===== config.mk =====
export PLATFORM = sky130hd
export DESIGN_NAME = mem_access_arbiter
export DESIGN_NICKNAME = d
export VERILOG_FILES = /design/src/rtl/mem_access_arbiter_pkg.sv /design/src/rtl/mem_access_arbiter_rr_arbiter2.sv /design/src/rtl/mem_access_arbiter.sv
export SDC_FILE = /design/constraint.sdc
export NUM_CORES = 1
export LEC_CHECK = 0
export BUFFER_PORTS_ARGS = -buffer_cell sky130_fd_sc_hd__buf_2
export CAP_MARGIN = 20
export CORE_AREA = 4 4 64 89
export CTS_CLUSTER_SIZE = 28
export DETAILED_ROUTE_END_ITERATION = 12
export DIE_AREA = 0 0 68 93
export PLACE_DENSITY = 0.84
export SKIP_CTS_REPAIR_TIMING = 1
export SYNTH_ARGS = -nofsm -noshare
export SYNTH_HDL_FRONTEND = slang
export SYNTH_HIERARCHICAL = 1
export SYNTH_SLANG_ARGS = --single-unit

===== constraint.sdc =====
create_clock -name clk -period 6.7 [get_ports clk]
set_input_delay 0.67 -clock clk [delete_from_list [all_inputs] [get_ports clk]]
set_output_delay 0.67 -clock clk [all_outputs]
set_load 0.01 [all_outputs]

===== src/rtl/mem_access_arbiter_pkg.sv =====
// Shared types and defaults for the parameter-memory access arbiter.
// Holds the loader FSM states, the grant encoding and the default memory geometry.
package mem_access_arbiter_pkg;

    localparam int unsigned DEF_M = 164;
    localparam int unsigned DEF_N = 8;

    typedef enum logic {
        L_IDLE   = 1'b0,
        L_ACTIVE = 1'b1
    } load_state_t;

    typedef enum logic {
        GNT_WR = 1'b0,
        GNT_RD = 1'b1
    } gnt_t;

endpackage


===== src/rtl/mem_access_arbiter_rr_arbiter2.sv =====
// Two-requester round-robin arbiter (writer vs reader) with its own last-grant register.
// Grants are combinational; the side not granted last wins a contended cycle.
module rr_arbiter2
    import mem_access_arbiter_pkg::*;
(
    input  logic clk,
    input  logic reset,
    input  logic wr_want,
    input  logic rd_want,
    output logic wr_gnt,
    output logic rd_gnt
);

    gnt_t last_gnt_q;

    always_comb begin
        wr_gnt = 1'b0;
        rd_gnt = 1'b0;
        if (wr_want && rd_want) begin
            if (last_gnt_q == GNT_RD) begin
                wr_gnt = 1'b1;
            end else begin
                rd_gnt = 1'b1;
            end
        end else begin
            wr_gnt = wr_want;
            rd_gnt = rd_want;
        end
    end

    // Reset to RD so the first contended cycle goes to the writer.
    always_ff @(posedge clk or posedge reset) begin
        if (reset) begin
            last_gnt_q <= GNT_RD;
        end else if (wr_gnt) begin
            last_gnt_q <= GNT_WR;
        end else if (rd_gnt) begin
            last_gnt_q <= GNT_RD;
        end
    end

endmodule


===== src/rtl/mem_access_arbiter.sv =====
// Single-port access controller sharing the parameter memory between a streaming
// burst loader and a random-access reader, arbitrated round-robin.
module mem_access_arbiter
    import mem_access_arbiter_pkg::*;
#(
    parameter int unsigned M = DEF_M,
    parameter int unsigned N = DEF_N
) (
    input  logic                     clk,
    input  logic                     reset,
    input  logic                     load_start,
    input  logic [$clog2(M)-1:0]     load_base,
    input  logic [$clog2(M+1)-1:0]   load_len,
    input  logic                     byte_valid,
    input  logic [N-1:0]             byte_data,
    output logic                     byte_ready,
    input  logic                     rd_req,
    input  logic [$clog2(M)-1:0]     rd_addr,
    output logic                     rd_gnt,
    output logic                     rd_valid,
    output logic [N-1:0]             rd_data,
    output logic                     load_busy,
    output logic                     load_done,
    output logic                     load_error,
    output logic [$clog2(M)-1:0]     mem_addr,
    output logic [N-1:0]             mem_data_in,
    output logic                     mem_write_enable,
    input  logic [N-1:0]             mem_data_out
);

    localparam int unsigned A  = $clog2(M);
    localparam int unsigned L  = $clog2(M + 1);
    localparam int unsigned LW = L + 1;

    load_state_t    state_q, state_d;
    logic [A-1:0]   base_q, base_d;
    logic [L-1:0]   len_q, len_d;
    logic [L-1:0]   count_q, count_d;
    logic           done_d, error_d;
    logic           wr_want, rd_want;
    logic           wr_gnt, arb_rd_gnt;
    logic [LW-1:0]  end_sum;
    logic [A-1:0]   wr_addr;

    assign wr_want = (state_q == L_ACTIVE) && byte_valid && !reset;
    assign rd_want = rd_req && !reset;
    assign end_sum = LW'(load_base) + LW'(load_len);
    assign wr_addr = base_q + A'(count_q);

    rr_arbiter2 u_arb (
        .clk     (clk),
        .reset   (reset),
        .wr_want (wr_want),
        .rd_want (rd_want),
        .wr_gnt  (wr_gnt),
        .rd_gnt  (arb_rd_gnt)
    );

    // Memory port: write address when the loader wins, otherwise the reader's address.
    assign byte_ready       = wr_gnt;
    assign rd_gnt           = arb_rd_gnt;
    assign mem_write_enable = wr_gnt;
    assign mem_addr         = reset ? '0 : (wr_gnt ? wr_addr : rd_addr);
    assign mem_data_in      = reset ? '0 : byte_data;
    assign load_busy        = (state_q == L_ACTIVE);

    // Loader next-state: burst validation on start, counting on accepted bytes.
    always_comb begin
        state_d = state_q;
        base_d  = base_q;
        len_d   = len_q;
        count_d = count_q;
        done_d  = 1'b0;
        error_d = 1'b0;
        case (state_q)
            L_IDLE: begin
                if (load_start) begin
                    if (end_sum > LW'(M)) begin
                        error_d = 1'b1;
                    end else if (load_len == '0) begin
                        done_d = 1'b1;
                    end else begin
                        base_d  = load_base;
                        len_d   = load_len;
                        count_d = '0;
                        state_d = L_ACTIVE;
                    end
                end
            end
            L_ACTIVE: begin
                if (wr_gnt) begin
                    count_d = count_q + L'(1);
                    if (count_q == len_q - L'(1)) begin
                        state_d = L_IDLE;
                        done_d  = 1'b1;
                    end
                end
            end
            default: state_d = L_IDLE;
        endcase
    end

    always_ff @(posedge clk or posedge reset) begin
        if (reset) begin
            state_q    <= L_IDLE;
            base_q     <= '0;
            len_q      <= '0;
            count_q    <= '0;
            load_done  <= 1'b0;
            load_error <= 1'b0;
        end else begin
            state_q    <= state_d;
            base_q     <= base_d;
            len_q      <= len_d;
            count_q    <= count_d;
            load_done  <= done_d;
            load_error <= error_d;
        end
    end

    // Read data register: captures memory output on the grant cycle.
    always_ff @(posedge clk or posedge reset) begin
        if (reset) begin
            rd_valid <= 1'b0;
            rd_data  <= '0;
        end else begin
            rd_valid <= arb_rd_gnt;
            if (arb_rd_gnt) begin
                rd_data <= mem_data_out;
            end
        end
    end

endmodule


======== Word-level counts from Yosys, hierarchy flattened ========
Index checks and enable logic that the tools add are counted.
operators by class
  reductions and logical operators ........ 9
  $lt $le $gt $ge ......................... 1
  add/subtract/negate cells ............... 4
  eq/ne operators ......................... 5
  mux-type cells .......................... 29
  bitwise logic cells ..................... 3
operators by type and width
  operator                                                        count
  2-to-1 mux 8 bit                                                7
  2-to-1 mux 1 bit                                                19
  case mux 8 bit (2 select lines)                                 1
  adder 8 x 8 -> 9 bit                                            1
  greater-than comparator 9 x 8 -> 1 bit (second input constant)  1
  adder 8 x 1 -> 8 bit (second input constant)                    1
  adder 8 bit                                                     1
  == test 8 bit                                                   1
  zero test 8 bit                                                 1
  AND reduction 4 bit                                             2
  subtractor 8 x 1 -> 8 bit (second input constant)               1
  inequality test 2 bit (second input constant)                   3
  logical AND 1 bit                                               4
  case mux 1 bit (2 select lines)                                 2
  inverter 1 bit                                                  3
  inequality test 2 x 1 -> 1 bit (second input constant)          1
  nonzero test 2 bit                                              1
  zero test 1 bit                                                 1
storage, ports and cells
  input bits .............................. 45
  flip-flop bits (word level) ............. 37
  word-level logic and storage cells ...... 60

======== Logic depth before layout (Yosys ltp) ========
Gate-level depths: netlist of the first run.
  depth after elaboration ................. 6
  gate-level depth with buffers ........... 9
  gate-level depth less buffers ........... 9

======== By module ========
Netlist of the first run, hierarchy kept.
modules (own cells, without submodules)
  module              area an instance (um^2)  cells each  seq. area each (um^2)  instances
  mem_access_arbiter  2665.1                   275         900.9                  1
  rr_arbiter2         57.6                     7           26.3                   1

======== Least setup slack after synthesis of the first run ========
OpenSTA, ideal clock, no wires.
  kind .................................... input-to-output
  from .................................... input reset
  to ...................................... output mem_addr[6]
  path buffers ............................ 1
  arrival ................................. 3.015 ns
  cell stages on the path ................. 6
  slack ................................... 3.015 ns
  required time ........................... 6.030 ns
  cell sequence ........................... inv_1 > and3_1 > a21boi_1 > buf_1 > nand2_1 > o31ai_1
between the ends
  word-level cells in the longest chain between the ends .. 6
  elaborated cells between the ends (all ways) .. 7
RTL lines
  item                                RTL line                              source
  start: declaration                  mem_access_arbiter.sv:10              input logic reset,
  zero test 1 bit (no source line) *  -
  logical AND 1 bit *                 mem_access_arbiter.sv:45              assign wr_want = (state_q == L_ACTIVE) && byte_valid && !reset;
  net wr_want                         mem_access_arbiter.sv:40              logic wr_want, rd_want;
  logical AND 1 bit                   mem_access_arbiter_rr_arbiter2.sv:19  if (wr_want && rd_want) begin
  2-to-1 mux 1 bit *                  mem_access_arbiter_rr_arbiter2.sv:19
  net byte_ready                      mem_access_arbiter.sv:16              output logic byte_ready,
  2-to-1 mux 8 bit * (2 in a row)     mem_access_arbiter.sv:63              assign mem_addr = reset ? '0 : (wr_gnt ? wr_addr : rd_addr);
  end: declaration                    mem_access_arbiter.sv:25              output logic [$clog2(M)-1:0] mem_addr,
The timed path passes the listed nets; every way through them passes the cells marked *.

======== Worst setup path after layout of the first run ========
  from .................................... register count_q[1]
  to ...................................... output mem_addr[7]
between the ends
  word-level cells in the longest chain between the ends .. 3
RTL lines
  item                           RTL line                   source
  start: declaration             mem_access_arbiter.sv:38   logic [L-1:0] count_q, count_d;
  start signal: assignment       mem_access_arbiter.sv:115  count_q <= count_d;
  adder 8 bit                    mem_access_arbiter.sv:48   assign wr_addr = base_q + A'(count_q);
  2-to-1 mux 8 bit (2 in a row)  mem_access_arbiter.sv:63
No other way between the ends.

==> results.toml, run 1 <==
[floorplan]
fp.dieW_um = 68
ios = 76
die-area_um2 = 6320
num_rows = 30
start_util = 0.558
coreArea_um2 = 4880
die_h_um = 93

[logic_synthesis]
yosysUniqueCellTypes = 56
postSynthCellCount = 282
async_reset_ff_frac = 1.00
syn_area_per_cell_um2 = 9.65
yosysWarnings = 6
ys_seq_area_frac = 0.341
synth-seq-cells = 37
syn_nets = 346
yosys_most_used_dff = "dfrtp_1"
syn_area_um2 = 2720
synth_edf_count = 0

[routing]
wl_met2_um = 3310
first_pass_iters = 4
met3RoutedLength_um = 370
drt-initial-drc-count = 83
avgViaCountPerCell = 5.69
drc = 0
wl_um = 6360
routed-via-count = 2412
highest_layer = "met4"
wl_per_cell_um = 15.0
antenna_left = 0
met1Wirelength_um = 2520

[timing]
fin_ws_ns = 3.24
fin_worst_skew_ns = 0.00609
finalSetupViolCount = 0
grt_setup_unrepaired = "no"
post-route-period-util = 0.516
final.setup.tns_ns = 0
tightest_slew_ns = 0.858
hold_violations = 0
min_period_ns = 3.46
fmax_mhz = 289
max_slew_margin = 0.427
slew_violations = 0

[run]
maxCapViolations = 0

[placed_design]
place_ws_ns = 3.13
hpwl_um = 5080
routabilityCongestion = 0.896
dp.cells = 416
portBuffers = 75

[clock_tree]
cts_max_path_buffers = 2
cts_tree = "yes"
htreeDepth = 2
clkTransAtPathRegs_ns = 0.07
insertion_delay_ns = 0.29
cts.sinks = 37
numCtsBuffers = 5
cts_root_buffer = "clkbuf_8"

[global_route]
track_usage = 0.214
grt_pass1_wl_um = 10600
grt_start_max_net_pins = 38
grt-ovfl-total = 0
first_global_vias = 2380
antenna_found_initial = 0

[layout]
fillers = 415
nets = 423
area_growth_pct = 19.8
fin_util = 0.668
stdcell_count = 424
post_route_cells_drive_above_1_share = 0.308
n_antenna_cell = 0

[critical_path]
timing.rr.end = "load_done$_DFF_PP0_"
critPathKind = "flop to output pin"
arrival_ns = 2.79
r2r_start = "len_q[0]$_DFFE_PP0P_"
crit_path_start_kind = "flop"
cp.required_ns = 6.03
rrSetupSlack_ns = 4.39
crit_start = "count_q[1]$_DFFE_PP0P_"
crit_end = "mem_addr[7]"
reg2regPathDepth = 5
worstPathMaxFanout = 6
end_kind = "output pin"

[pwr]
ir_worst_vdd_v = 0.000238
p_leak_nw = 1.57
powerDensity_nw_per_um2 = 364

[hold_path]
hold_depth = 1
min_from = "rd_data[7]$_DFFE_PP0P_"
timing.hold.worst.class = "flop to flop"

[outcome]
status = "finished clean"
metrics by stage:
step / area [µm²] / hold WS [ns] / total power, mW
final: 3260 / 0.506 / 1.19
after global placement: 3150 / 0.483 / 0.960
after floorplan: 2720 / 0.465 / 0.839
after detailed placement: 3150 / 0.493 / 0.993
after global routing: 3260 / 0.521 / 1.29
after CTS: 3260 / 0.510 / 1.19
state kept, by name, indices dropped and copies added, names as in the netlist:
signal,flops
load_error,1
load_busy,1
load_done,1
rd_data,8
rd_valid,1
base_q,8
count_q,8
len_q,8
u_arb/last_gnt_q,1
cells by family after synthesis:
family | after synthesis | synth area share
and+or+nand+nor | 88 | 0.161
AOI/OAI and AO/OA | 70 | 0.185
DFF | 37 | 0.341
muxes | 30 | 0.137
buffers and inverters | 25 | 0.0418
adders and majority gates | 19 | 0.0928
xor gates and xnor gates | 13 | 0.0418
cell usage after synthesis (2+ instances only):
library cell | n | area (µm²)
a211oi_1 | 2 | 15.0
nor2b_1 | 12 | 75.1
inv_1 | 16 | 60.1
mux2i_1 | 5 | 50.1
a2111oi_0 | 3 | 26.3
nand2_1 | 22 | 82.6
a21o_1 | 6 | 45.0
nand3_1 | 7 | 35.0
xor2_1 | 5 | 43.8
ha_1 | 17 | 213
nand2b_1 | 2 | 12.5
xnor2_1 | 8 | 70.1
a2111o_1 | 2 | 22.5
o21ai_1 | 3 | 15.0
nor3_1 | 8 | 40.0
buf_6 | 2 | 22.5
a311oi_1 | 2 | 17.5
or4_1 | 3 | 22.5
and3_1 | 3 | 18.8
fa_1 | 2 | 40.0
mux2_2 | 9 | 101
mux2_4 | 11 | 165
dfrtp_1 | 36 | 901
o22ai_1 | 7 | 43.8
nor2_1 | 22 | 82.6
a21boi_0 | 2 | 15.0
mux2_1 | 5 | 56.3
o21a_1 | 2 | 15.0
o211ai_1 | 6 | 45.0
o21ai_0 | 5 | 25.0
a21oi_1 | 17 | 85.1
clkbuf_1 | 3 | 11.3
o31ai_1 | 4 | 30.0
layout by cell type (no fill, tap or decap), types with 4 or more instances in the layout:
cell and count:
a21o_1 6, o211ai_1 6, xor2_1 5, o21ai_0 5
clkbuf_8 5, o22ai_1 7, ha_1 17, mux2_4 11
nor2_1 22, mux2_2 9, a21oi_1 17, mux2i_1 5
buf_2 75, nand3_1 7, inv_1 16, nor3_1 8
mux2_1 5, nor2b_1 12, xnor2_1 8, dfrtp_1 36
o31ai_1 4, nand2_1 22
worst max-delay path: stages, from the launching register on:
cell and delay [ns]:
dfrtp_1 0.45, ha_1 0.30, a21o_1 0.18, a21oi_1 0.23
o21ai_0 0.16, a2111oi_0 0.58, o31ai_1 0.16, a311oi_1 0.27
buf_2 0.18
report_power, final:
group	switching [mW]	total, mW	internal [mW]
clock network	0.0788	0.190	0.112
logic	0.299	0.601	0.302
registers	0.0946	0.396	0.302
total	0.472	1.19	0.715
area by class of cell:
cell class	instances	area, µm²	share of cell area
clock buffer	6	72.6	0.0222
clock inverter	2	38.8	0.0119
inverter	17	63.8	0.0196
multi-input combinational	220	1680	0.516
sequential	37	927	0.284
tap	64	80.1	0.0245
timing repair buffer	78	398	0.122
routing by layer:
layer	GRT usage	up-vias
met1	0.248	1125
met4	0.0730	0
met5	0	-
met3	0.0325	21
met2	0.386	80
li1	-	1186
worst min-delay path by stage:
stage | slack (ns) | endpoint
after global placement | 0.48 | rd_data[2]$_DFFE_PP0P_
after detailed placement | 0.49 | rd_data[3]$_DFFE_PP0P_
final | 0.51 | rd_data[7]$_DFFE_PP0P_
after CTS | 0.51 | rd_data[3]$_DFFE_PP0P_
after global routing | 0.52 | rd_data[5]$_DFFE_PP0P_
after floorplan | 0.46 | base_q[0]$_DFFE_PP0P_
(Power assumes the default switching activity.)
==> run 2, diff against run 1 <==
--- a/config.mk
+++ b/config.mk
@@ -7,11 +7,11 @@
 export LEC_CHECK = 0
 export BUFFER_PORTS_ARGS = -buffer_cell sky130_fd_sc_hd__buf_2
 export CAP_MARGIN = 20
-export CORE_AREA = 4 4 64 89
+export CORE_AREA = 4 4 69 97
 export CTS_CLUSTER_SIZE = 28
 export DETAILED_ROUTE_END_ITERATION = 12
-export DIE_AREA = 0 0 68 93
-export PLACE_DENSITY = 0.84
+export DIE_AREA = 0 0 73 101
+export PLACE_DENSITY = 0.75
 export SKIP_CTS_REPAIR_TIMING = 1
 export SYNTH_ARGS = -nofsm -noshare
 export SYNTH_HDL_FRONTEND = slang
==> constraint.sdc (replaced) <==
create_clock -name clk -period 2.9 [get_ports clk]
set_input_delay 0.29 -clock clk [delete_from_list [all_inputs] [get_ports clk]]
set_output_delay 0.29 -clock clk [all_outputs]
set_load 0.01 [all_outputs]
==> results.toml, run 2 (synthesis results as in run 1) <==
[outcome]
status = "finished clean"

[clock_tree]
htreeDepth = 2
insertion_delay_ns = 0.29
numCtsBuffers = 5
cts_max_path_buffers = 2
cts.sinks = 37
cts_root_buffer = "clkbuf_8"
cts_tree = "yes"
clkTransAtPathRegs_ns = 0.07

[routing]
drc = 0
routed-via-count = 2401
avgViaCountPerCell = 5.53
antenna_left = 0
first_pass_iters = 4
wl_per_cell_um = 14.7
wl_um = 6370
drt-initial-drc-count = 85

[pwr]
p_leak_nw = 1.59
ir_worst_vdd_v = 0.000436
powerDensity_nw_per_um2 = 838

[layout]
mostFrequentLayoutCell = "buf_2"
area_growth_pct = 22.7
post_route_cells_drive_above_1_share = 0.332
mostFrequentLayoutCells = "75 x buf_2, 35 x dfrtp_1, 22 x nand2_1, 22 x nor2_1, 17 x ha_1"
stdcell_count = 434
fillers = 526
fin_util = 0.574
seq_area_um2 = 928
final_area_um2 = 3340
nets = 427
n_antenna_cell = 0
multi_input_area_um2 = 1700

[run]
maxCapViolations = 0

[floorplan]
coreArea_um2 = 5820
die-area_um2 = 7370
start_util = 0.468
num_rows = 33
die_h_um = 101
fp.dieW_um = 73
ios = 76

[critical_path]
arrival_ns = 2.46
r2r_start = "len_q[0]$_DFFE_PP0P_"
end_kind = "output pin"
slowest_delay_ns = 0.52
crit_start = "count_q[1]$_DFFE_PP0P_"
cp.required_ns = 2.61
worstPathMaxFanout = 6
crit_family = "compound AO/OA/AOI/OAI gates"
rrSetupSlack_ns = 0.79
crit_path_start_kind = "flop"
cp.buffers_inverters = 1
critPathKind = "flop to output pin"
cp_slowest_cell = "or4_1"
crit_chain = "ha_1 -> a21o_1 -> a21oi_2 -> o21ai_2 -> a2111oi_2 -> or4_1 -> a311oi_1 -> buf_2"

[placed_design]
place_area_um2 = 3200
dp.cells = 426
portBuffers = 75
routabilityCongestion = 0.866
hpwl_um = 5070

[global_route]
grt_pass1_wl_um = 10500
first_global_vias = 2354
antenna_found_initial = 0
track_usage = 0.181
grt-ovfl-total = 0
grt_start_max_net_pins = 38

[timing]
min_period_ns = 2.75
tightest_slew_ns = 0.490
grt_setup_unrepaired = "yes"
fin_worst_skew_ns = 0.00382
hold_violations = 0
fmax_mhz = 363
finalSetupViolCount = 0
slew_violations = 0
post-route-period-util = 0.949
max_slew_margin = 0.670

[hold_path]
timing.hold.worst.class = "input port to asynchronous set/reset pin"
==> run 2: power by group <==
| part | switching [mW] | internal (mW) |
|---|---|---|
| Combinational | 0.682 | 0.721 |
| Sequential | 0.224 | 0.698 |
| Clock | 0.192 | 0.280 |
==> run 2: path summary, 6_finish.rpt <==
check / endpoint / cells past startpoint
setup / recovery: mem_addr[7] / 8
hold / removal: u_arb/last_gnt_q$_DFFE_PP1P_ / 2
setup reg to reg: load_done$_DFF_PP0_ / 6
hold reg to reg: rd_data[7]$_DFFE_PP0P_ / 1
max in group asynchronous: count_q[0]$_DFFE_PP0P_ / 3
min in group clk: rd_data[3]$_DFFE_PP0P_ / 2
==> run 2: layout make-up <==
class,count,share of cell area
clock inverters,2,0.0112
well taps,70,0.0262
flip-flops and latches,37,0.278
inverters,17,0.0202
multi-input cells,220,0.508
repair buffers,82,0.132
clock buffers,6,0.0247
==> run 2: worst register-to-register path: stages (launching register included) <==
cell and delay, ns:
dfrtp_1 0.43, nor3_1 0.35, nand2_1 0.15, or3_1 0.37, a2111oi_0 0.42, buf_4 0.20
a32o_1 0.13
==> run 2: routing by layer <==
metal,routed length [µm],GRT usage,vias to the layer above
li1,-,-,1194
met1,2500,0.198,1117
met2,3360,0.345,82
met3,426,0.0299,8
met4,74,0.0554,0
met5,0,0,-
==> run 2: through the flow <==
step	setup slack, ns	TNS (ns)	power, mW	hold slack, ns
6_report	0.148	0	2.80	0.143
5_1_grt	-0.00792	-0.00792	3.06	0.152
4_1_cts	-0.122	-0.122	2.77	0.138
3_5_place_dp	0.105	0	2.28	0.452
3_3_place_gp	0.159	0	2.24	0.445
2_1_floorplan	0.374	0	1.94	0.180
